### config.mk
export PLATFORM = sky130hd
export DESIGN_NAME = ahblite_busmatrix_outputstage_rr
export DESIGN_NICKNAME = d
export VERILOG_FILES = /design/src/rtl/ahblite_busmatrix_outputstage_rr.sv
export SDC_FILE = /design/constraint.sdc
export NUM_CORES = 1
export LEC_CHECK = 0
export ABC_AREA = 1
export BUFFER_PORTS_ARGS = -buffer_cell sky130_fd_sc_hd__buf_2
export CORE_AREA = 2 2 126 128
export CTS_BUF_LIST = sky130_fd_sc_hd__clkbuf_16
export DETAILED_ROUTE_END_ITERATION = 6
export DIE_AREA = 0 0 128 130
export PLACE_DENSITY = 0.51
export SLEW_MARGIN = 5
export SYNTH_ARGS = -nofsm -noshare
export SYNTH_HDL_FRONTEND = slang
export SYNTH_SLANG_ARGS = --single-unit
### constraint.sdc
create_clock -name HCLK -period 1.84 [get_ports HCLK]
set_input_delay 0.368 -clock HCLK [delete_from_list [all_inputs] [get_ports HCLK]]
set_output_delay 0.368 -clock HCLK [all_outputs]
set_load 0.05 [all_outputs]
### src/rtl/ahblite_busmatrix_outputstage_rr.sv
// AHB-Lite bus-matrix output stage: arbitrates NUM_PORTS input stages onto one slave,
// with burst locking, fixed-priority or round-robin selection and data-phase owner tracking.
module ahblite_busmatrix_outputstage_rr #(
    parameter int NUM_PORTS = 3,
    parameter int ADDR_W    = 32,
    parameter int DATA_W    = 32,
    parameter int ARB_MODE  = 1
) (
    input  logic                          HCLK,
    input  logic                          HRESETn,
    input  logic [NUM_PORTS-1:0]          HSEL_IN,
    input  logic [NUM_PORTS*ADDR_W-1:0]   HADDR_IN,
    input  logic [2*NUM_PORTS-1:0]        HTRANS_IN,
    input  logic [NUM_PORTS-1:0]          HWRITE_IN,
    input  logic [3*NUM_PORTS-1:0]        HSIZE_IN,
    input  logic [3*NUM_PORTS-1:0]        HBURST_IN,
    input  logic [4*NUM_PORTS-1:0]        HPROT_IN,
    input  logic [NUM_PORTS*DATA_W-1:0]   HWDATA_IN,
    input  logic [NUM_PORTS-1:0]          TRANS_HOLD_IN,
    input  logic                          HREADYOUT,
    output logic [NUM_PORTS-1:0]          ACTIVE,
    output logic                          HSEL,
    output logic [ADDR_W-1:0]             HADDR,
    output logic [1:0]                    HTRANS,
    output logic                          HWRITE,
    output logic [2:0]                    HSIZE,
    output logic [2:0]                    HBURST,
    output logic [3:0]                    HPROT,
    output logic                          HREADY,
    output logic [DATA_W-1:0]             HWDATA
);

    localparam int IDX_W = $clog2(NUM_PORTS);
    localparam logic [IDX_W-1:0] LAST_IDX = IDX_W'(NUM_PORTS - 1);
    localparam bit   RR_MODE      = (ARB_MODE != 32'sd0);
    localparam logic [1:0] TRANS_BUSY   = 2'b01;
    localparam logic [1:0] TRANS_NONSEQ = 2'b10;
    localparam logic [1:0] TRANS_SEQ    = 2'b11;
    localparam logic [2:0] BURST_SINGLE = 3'b000;

    // (base + step) modulo NUM_PORTS, step in 1..NUM_PORTS
    function automatic logic [IDX_W-1:0] rr_wrap(input logic [IDX_W-1:0] base, input int step);
        int sum_v;
        sum_v = int'(base) + step;
        return (sum_v >= NUM_PORTS) ? IDX_W'(sum_v - NUM_PORTS) : IDX_W'(sum_v);
    endfunction

    logic                  grant_valid_r;
    logic [IDX_W-1:0]      grant_idx_r;
    logic                  data_valid_r;
    logic [IDX_W-1:0]      data_idx_r;
    logic [IDX_W-1:0]      rr_ptr_r;

    logic [NUM_PORTS-1:0]  req_s;
    logic                  any_req_s;
    logic [NUM_PORTS-1:0]  grant_onehot_s;
    logic [NUM_PORTS-1:0]  data_onehot_s;
    logic                  hsel_s;
    logic [ADDR_W-1:0]     haddr_s;
    logic [1:0]            htrans_s;
    logic                  hwrite_s;
    logic [2:0]            hsize_s;
    logic [2:0]            hburst_s;
    logic [3:0]            hprot_s;
    logic [DATA_W-1:0]     hwdata_s;
    logic                  hready_s;
    logic                  burst_cont_s;
    logic                  lock_s;
    logic [IDX_W-1:0]      fixed_idx_s;
    logic [IDX_W-1:0]      rr_idx_s;
    logic [IDX_W-1:0]      win_idx_s;

    assign req_s     = HSEL_IN & TRANS_HOLD_IN;
    assign any_req_s = |req_s;

    // Address-phase mux: AND-OR select of the granted port, all zero when nobody owns the bus
    always_comb begin
        grant_onehot_s = '0;
        hsel_s         = 1'b0;
        haddr_s        = '0;
        htrans_s       = 2'b00;
        hwrite_s       = 1'b0;
        hsize_s        = 3'b000;
        hburst_s       = 3'b000;
        hprot_s        = 4'b0000;
        for (int i = 0; i < NUM_PORTS; i++) begin
            grant_onehot_s[i] = grant_valid_r & (grant_idx_r == IDX_W'(i));
            hsel_s   = hsel_s   | (HSEL_IN[i]   & grant_onehot_s[i]);
            hwrite_s = hwrite_s | (HWRITE_IN[i] & grant_onehot_s[i]);
            haddr_s  = haddr_s  | (HADDR_IN[i*ADDR_W +: ADDR_W] & {ADDR_W{grant_onehot_s[i]}});
            htrans_s = htrans_s | (HTRANS_IN[i*2 +: 2] & {2{grant_onehot_s[i]}});
            hsize_s  = hsize_s  | (HSIZE_IN[i*3 +: 3]  & {3{grant_onehot_s[i]}});
            hburst_s = hburst_s | (HBURST_IN[i*3 +: 3] & {3{grant_onehot_s[i]}});
            hprot_s  = hprot_s  | (HPROT_IN[i*4 +: 4]  & {4{grant_onehot_s[i]}});
        end
    end

    // Write-data mux follows the data-phase owner, which lags the address owner by one beat
    always_comb begin
        data_onehot_s = '0;
        hwdata_s      = '0;
        for (int i = 0; i < NUM_PORTS; i++) begin
            data_onehot_s[i] = data_valid_r & (data_idx_r == IDX_W'(i));
            hwdata_s = hwdata_s | (HWDATA_IN[i*DATA_W +: DATA_W] & {DATA_W{data_onehot_s[i]}});
        end
    end

    assign hready_s = data_valid_r ? HREADYOUT : 1'b1;

    // A burst in progress keeps the bus until its owner stops requesting or finishes
    assign burst_cont_s = (htrans_s == TRANS_SEQ) | (htrans_s == TRANS_BUSY) |
                          ((htrans_s == TRANS_NONSEQ) & (hburst_s != BURST_SINGLE));
    assign lock_s = grant_valid_r & (|(req_s & grant_onehot_s)) & burst_cont_s;

    // Candidate winners; descending loops leave the first hit in search order
    always_comb begin
        fixed_idx_s = '0;
        rr_idx_s    = '0;
        for (int i = NUM_PORTS - 1; i >= 0; i--) begin
            fixed_idx_s = req_s[i] ? IDX_W'(i) : fixed_idx_s;
        end
        for (int k = NUM_PORTS; k >= 1; k--) begin
            rr_idx_s = req_s[rr_wrap(rr_ptr_r, k)] ? rr_wrap(rr_ptr_r, k) : rr_idx_s;
        end
    end

    assign win_idx_s = RR_MODE ? rr_idx_s : fixed_idx_s;

    // Address-phase grant and round-robin pointer, advanced only on accepted beats
    always_ff @(posedge HCLK or negedge HRESETn) begin
        if (!HRESETn) begin
            grant_valid_r <= 1'b0;
            grant_idx_r   <= '0;
            rr_ptr_r      <= LAST_IDX;
        end else if (hready_s && !lock_s) begin
            grant_valid_r <= any_req_s;
            if (any_req_s) begin
                grant_idx_r <= win_idx_s;
                rr_ptr_r    <= win_idx_s;
            end
        end
    end

    // Data-phase owner: the address owner of the beat just accepted
    always_ff @(posedge HCLK or negedge HRESETn) begin
        if (!HRESETn) begin
            data_valid_r <= 1'b0;
            data_idx_r   <= '0;
        end else if (hready_s) begin
            data_valid_r <= hsel_s & grant_valid_r;
            data_idx_r   <= grant_idx_r;
        end
    end

    assign ACTIVE = grant_onehot_s;
    assign HSEL   = hsel_s;
    assign HADDR  = haddr_s;
    assign HTRANS = htrans_s;
    assign HWRITE = hwrite_s;
    assign HSIZE  = hsize_s;
    assign HBURST = hburst_s;
    assign HPROT  = hprot_s;
    assign HREADY = hready_s;
    assign HWDATA = hwdata_s;

endmodule
==> flow_summary.toml <==
[floorplanning]
die_w_um = 128
die_area_um2 = 16640
start_util_pct = 13.57
core_um2 = 15420
rows = 46
die_h_um = 130
ioPinCount = 322

[timing]
period_minus_slack_ns = 1.887
rsz0062_at_grt = "true"
hold_violations = 0
slew_headroom_pct = 83.08
drv_slew = 0
finalCritPeriodShare_pct = 102.5
setup_viol_count_final = 38
fmax_mhz = 530.1
tightest_slew_ns = 0.2529
tns_ns = -0.7173
hold_ws_ns = 0.4248
skew_ns = 0.001489
fin_ws_ns = -0.04661

[layout]
area_growth_pct = 170.1
drive_above_1_share_pct = 65.62
fin_util_pct = 36.65
n_antenna_cell = 0
stdcell_area_um2 = 5653
final_nets = 1006
stdcell_count = 954

[clock_tree]
cts-buffers-inserted = 3
h-tree-depth = 1
clockBufferDepth = 2
insertion_delay_ns = 0.24
clock-sinks = 7
clkTransAtPathRegs_ns = 0.04
cts_tree = "built"
clockRootBuffer = "clkbuf_16"

[min_path]
hold_depth = 3
hp-class = "in -> reg"
hp-start = "HSEL_IN[0]"
min_to = "data_valid_r"

[logic_synthesis]
synth.top_cell.area_share_pct = 33.17
yosysSeqAreaShare_pct = 8.428
synth_nets = 668
ys_ff_latch = 7
yosysUniqueCellTypes = 24
synthCells = 425
yosys_warnings = 0
yosysTopAreaCell = "nand2_1"
synth_area_um2 = 2093
synth.area.top_cells = "nand2_1, inv_1, o221ai_1"
syn-mean-instance-area_um2 = 4.925

[worst_setup_path]
reg2reg_slack_ns = 0.12
reg2reg_from = "rr_ptr_r[0]"
required_ns = 1.47
critPathKind = "reg -> out"
crit_path_end_kind = "output port"
cp-start-kind = "flop"
crit_slowest_cell = "dfrtp_1"
worstRegToRegCells = 12
timing.rr.end = "grant_idx_r[1]"
path_cells = "inv_2 -> nand3_1 -> buf_12 -> o221ai_1 -> buf_4"
arrival_ns = 1.52
crit_buf_inv = 3
crit_family = "buffers and inverters"
slowest_delay_ns = 0.39
path_max_fanout = 32

[grt]
grt_pass1_vias = 3654
track_usage_pct = 14.60
grt_max_degree = 33
antenna_found_initial = 0
gr-total-overflow = 0
grt_pass1_wl_um = 18800

[placed_design]
post-place-cells = 930
portBuffers = 321
placed_cell_area_um2 = 4232
dp_hpwl_um = 10850
gp_congestion = 0.7975

[drt]
first_pass_iters = 5
ant_nets = 0
via_count = 4073
drt_iter0_markers = 106
drc_errors = 0
routed_via_density = 4.269
drt-total-wl_um = 15070
post_drt_wl_per_cell_um = 15.79

[job]
drv_cap = 0

[run_status]
failed_checks = "negative setup slack"
outcome = "finished with violations"

[pwr]
power-per-cell-area_nw_per_um2 = 1686
leakage_nw = 3.302
ir_worst_vdd_mv = 1.009
==> layout by cell type, fill, tap and decap left out, drive strengths merged <==
master	n
a21oi	1
nand4	6
nand3	54
o221ai	33
nand3b	1
dfstp	1
inv	86
o21ai	3
dfrtp	6
ha	3
clkbuf	13
a31oi	1
nor2	14
nand2	188
nor3	4
clkinv	2
dlygate4sd3	1
buf	345
==> layout make-up <==
| type | count | area, um^2 |
|---|---|---|
| clock buffers | 3 | 75.07 |
| clock inverters | 1 | 3.754 |
| fillers | 1679 | 9772 |
| inverters | 87 | 354.1 |
| multi-input cells | 308 | 2071 |
| flip-flops and latches | 7 | 181.4 |
| well taps | 192 | 240.2 |
| repair buffers | 356 | 2728 |
==> state kept, by name (all words and copies together), names as in the netlist <==
signal / count
grant_idx_r: 1
data_idx_r: 2
grant_valid_r: 1
rr_ptr_r: 2
data_valid_r: 1
==> cells in the mapped netlist (all sizes together) <==
cell type	n
dfrtp	6
buf	5
nor2	14
ha	3
nand3b	1
o221ai	33
a31oi	1
dfstp	1
o21ai	3
clkbuf	18
nand3	54
nor3	4
a21oi	1
nand2	188
inv	87
nand4	6
==> through the flow <==
step	total power, mW	worst slack (ns)
finish	9.530	-0.04661
global route	9.976	-0.1033
CTS	8.554	-0.05004
detailed placement	6.796	0.008413
global placement	6.812	0.01280
floorplan	5.026	-0.1441
==> report_power, final <==
part | total, mW | switching, mW | internal [mW]
sequential | 0.324 | 0.0995 | 0.225
clock | 0.379 | 0.0951 | 0.284
combinational | 8.83 | 5.48 | 3.34
==> kinds of logic (layout without fill, tap and decap cells) <==
| group | Yosys count | count (layout) | share of synthesized area, % |
|---|---|---|---|
| compound gates | 38 | 38 | 15.06 |
| fa+ha+maj | 3 | 3 | 1.793 |
| buf+inv | 110 | 447 | 20.44 |
| flops | 7 | 7 | 8.428 |
| simple gates | 267 | 267 | 54.27 |
==> worst max-delay path by stage <==
stage	from	to	slack [ns]	cells past startpoint
finish	data_idx_r[1]	HWDATA[29]	-0.05	5
global route	data_idx_r[0]	HWDATA[1]	-0.10	5
CTS	grant_idx_r[1]	HADDR[7]	-0.05	7
detailed placement	rr_ptr_r[0]	rr_ptr_r[0]	0.008	9
global placement	rr_ptr_r[1]	rr_ptr_r[0]	0.01	9
floorplan	data_idx_r[1]	HWDATA[0]	-0.14	4
==> worst register-to-register path, delay by kind of cell, from the launching register on <==
| family | cells | cell delay [ns] |
|---|---|---|
| buffers and inverters | 3 | 0.37 |
| and+or+nand+nor | 9 | 0.78 |
| DFF | 1 | 0.45 |
==> routing by layer <==
metal  share of wire (%)  track usage (%)  vias to the layer above
li1                    -                -                     2021
met1                  34            14.97                     1834
met2                  58            30.80                      210
met3                 6.9            2.870                        8
met4                0.80            2.069                        0
met5                   0                0                        -
==> what timing repair did <==
action,4_1_cts,5_1_grt
setup endpoints to repair,80,84
hold buffers,1,0
buffers inserted,3,4
cloned,2,10
gates resized for setup,166,130
hold endpoints to repair,6,0
pin swaps,1,3
No activity file was read; power rests on OpenSTA's default activity.
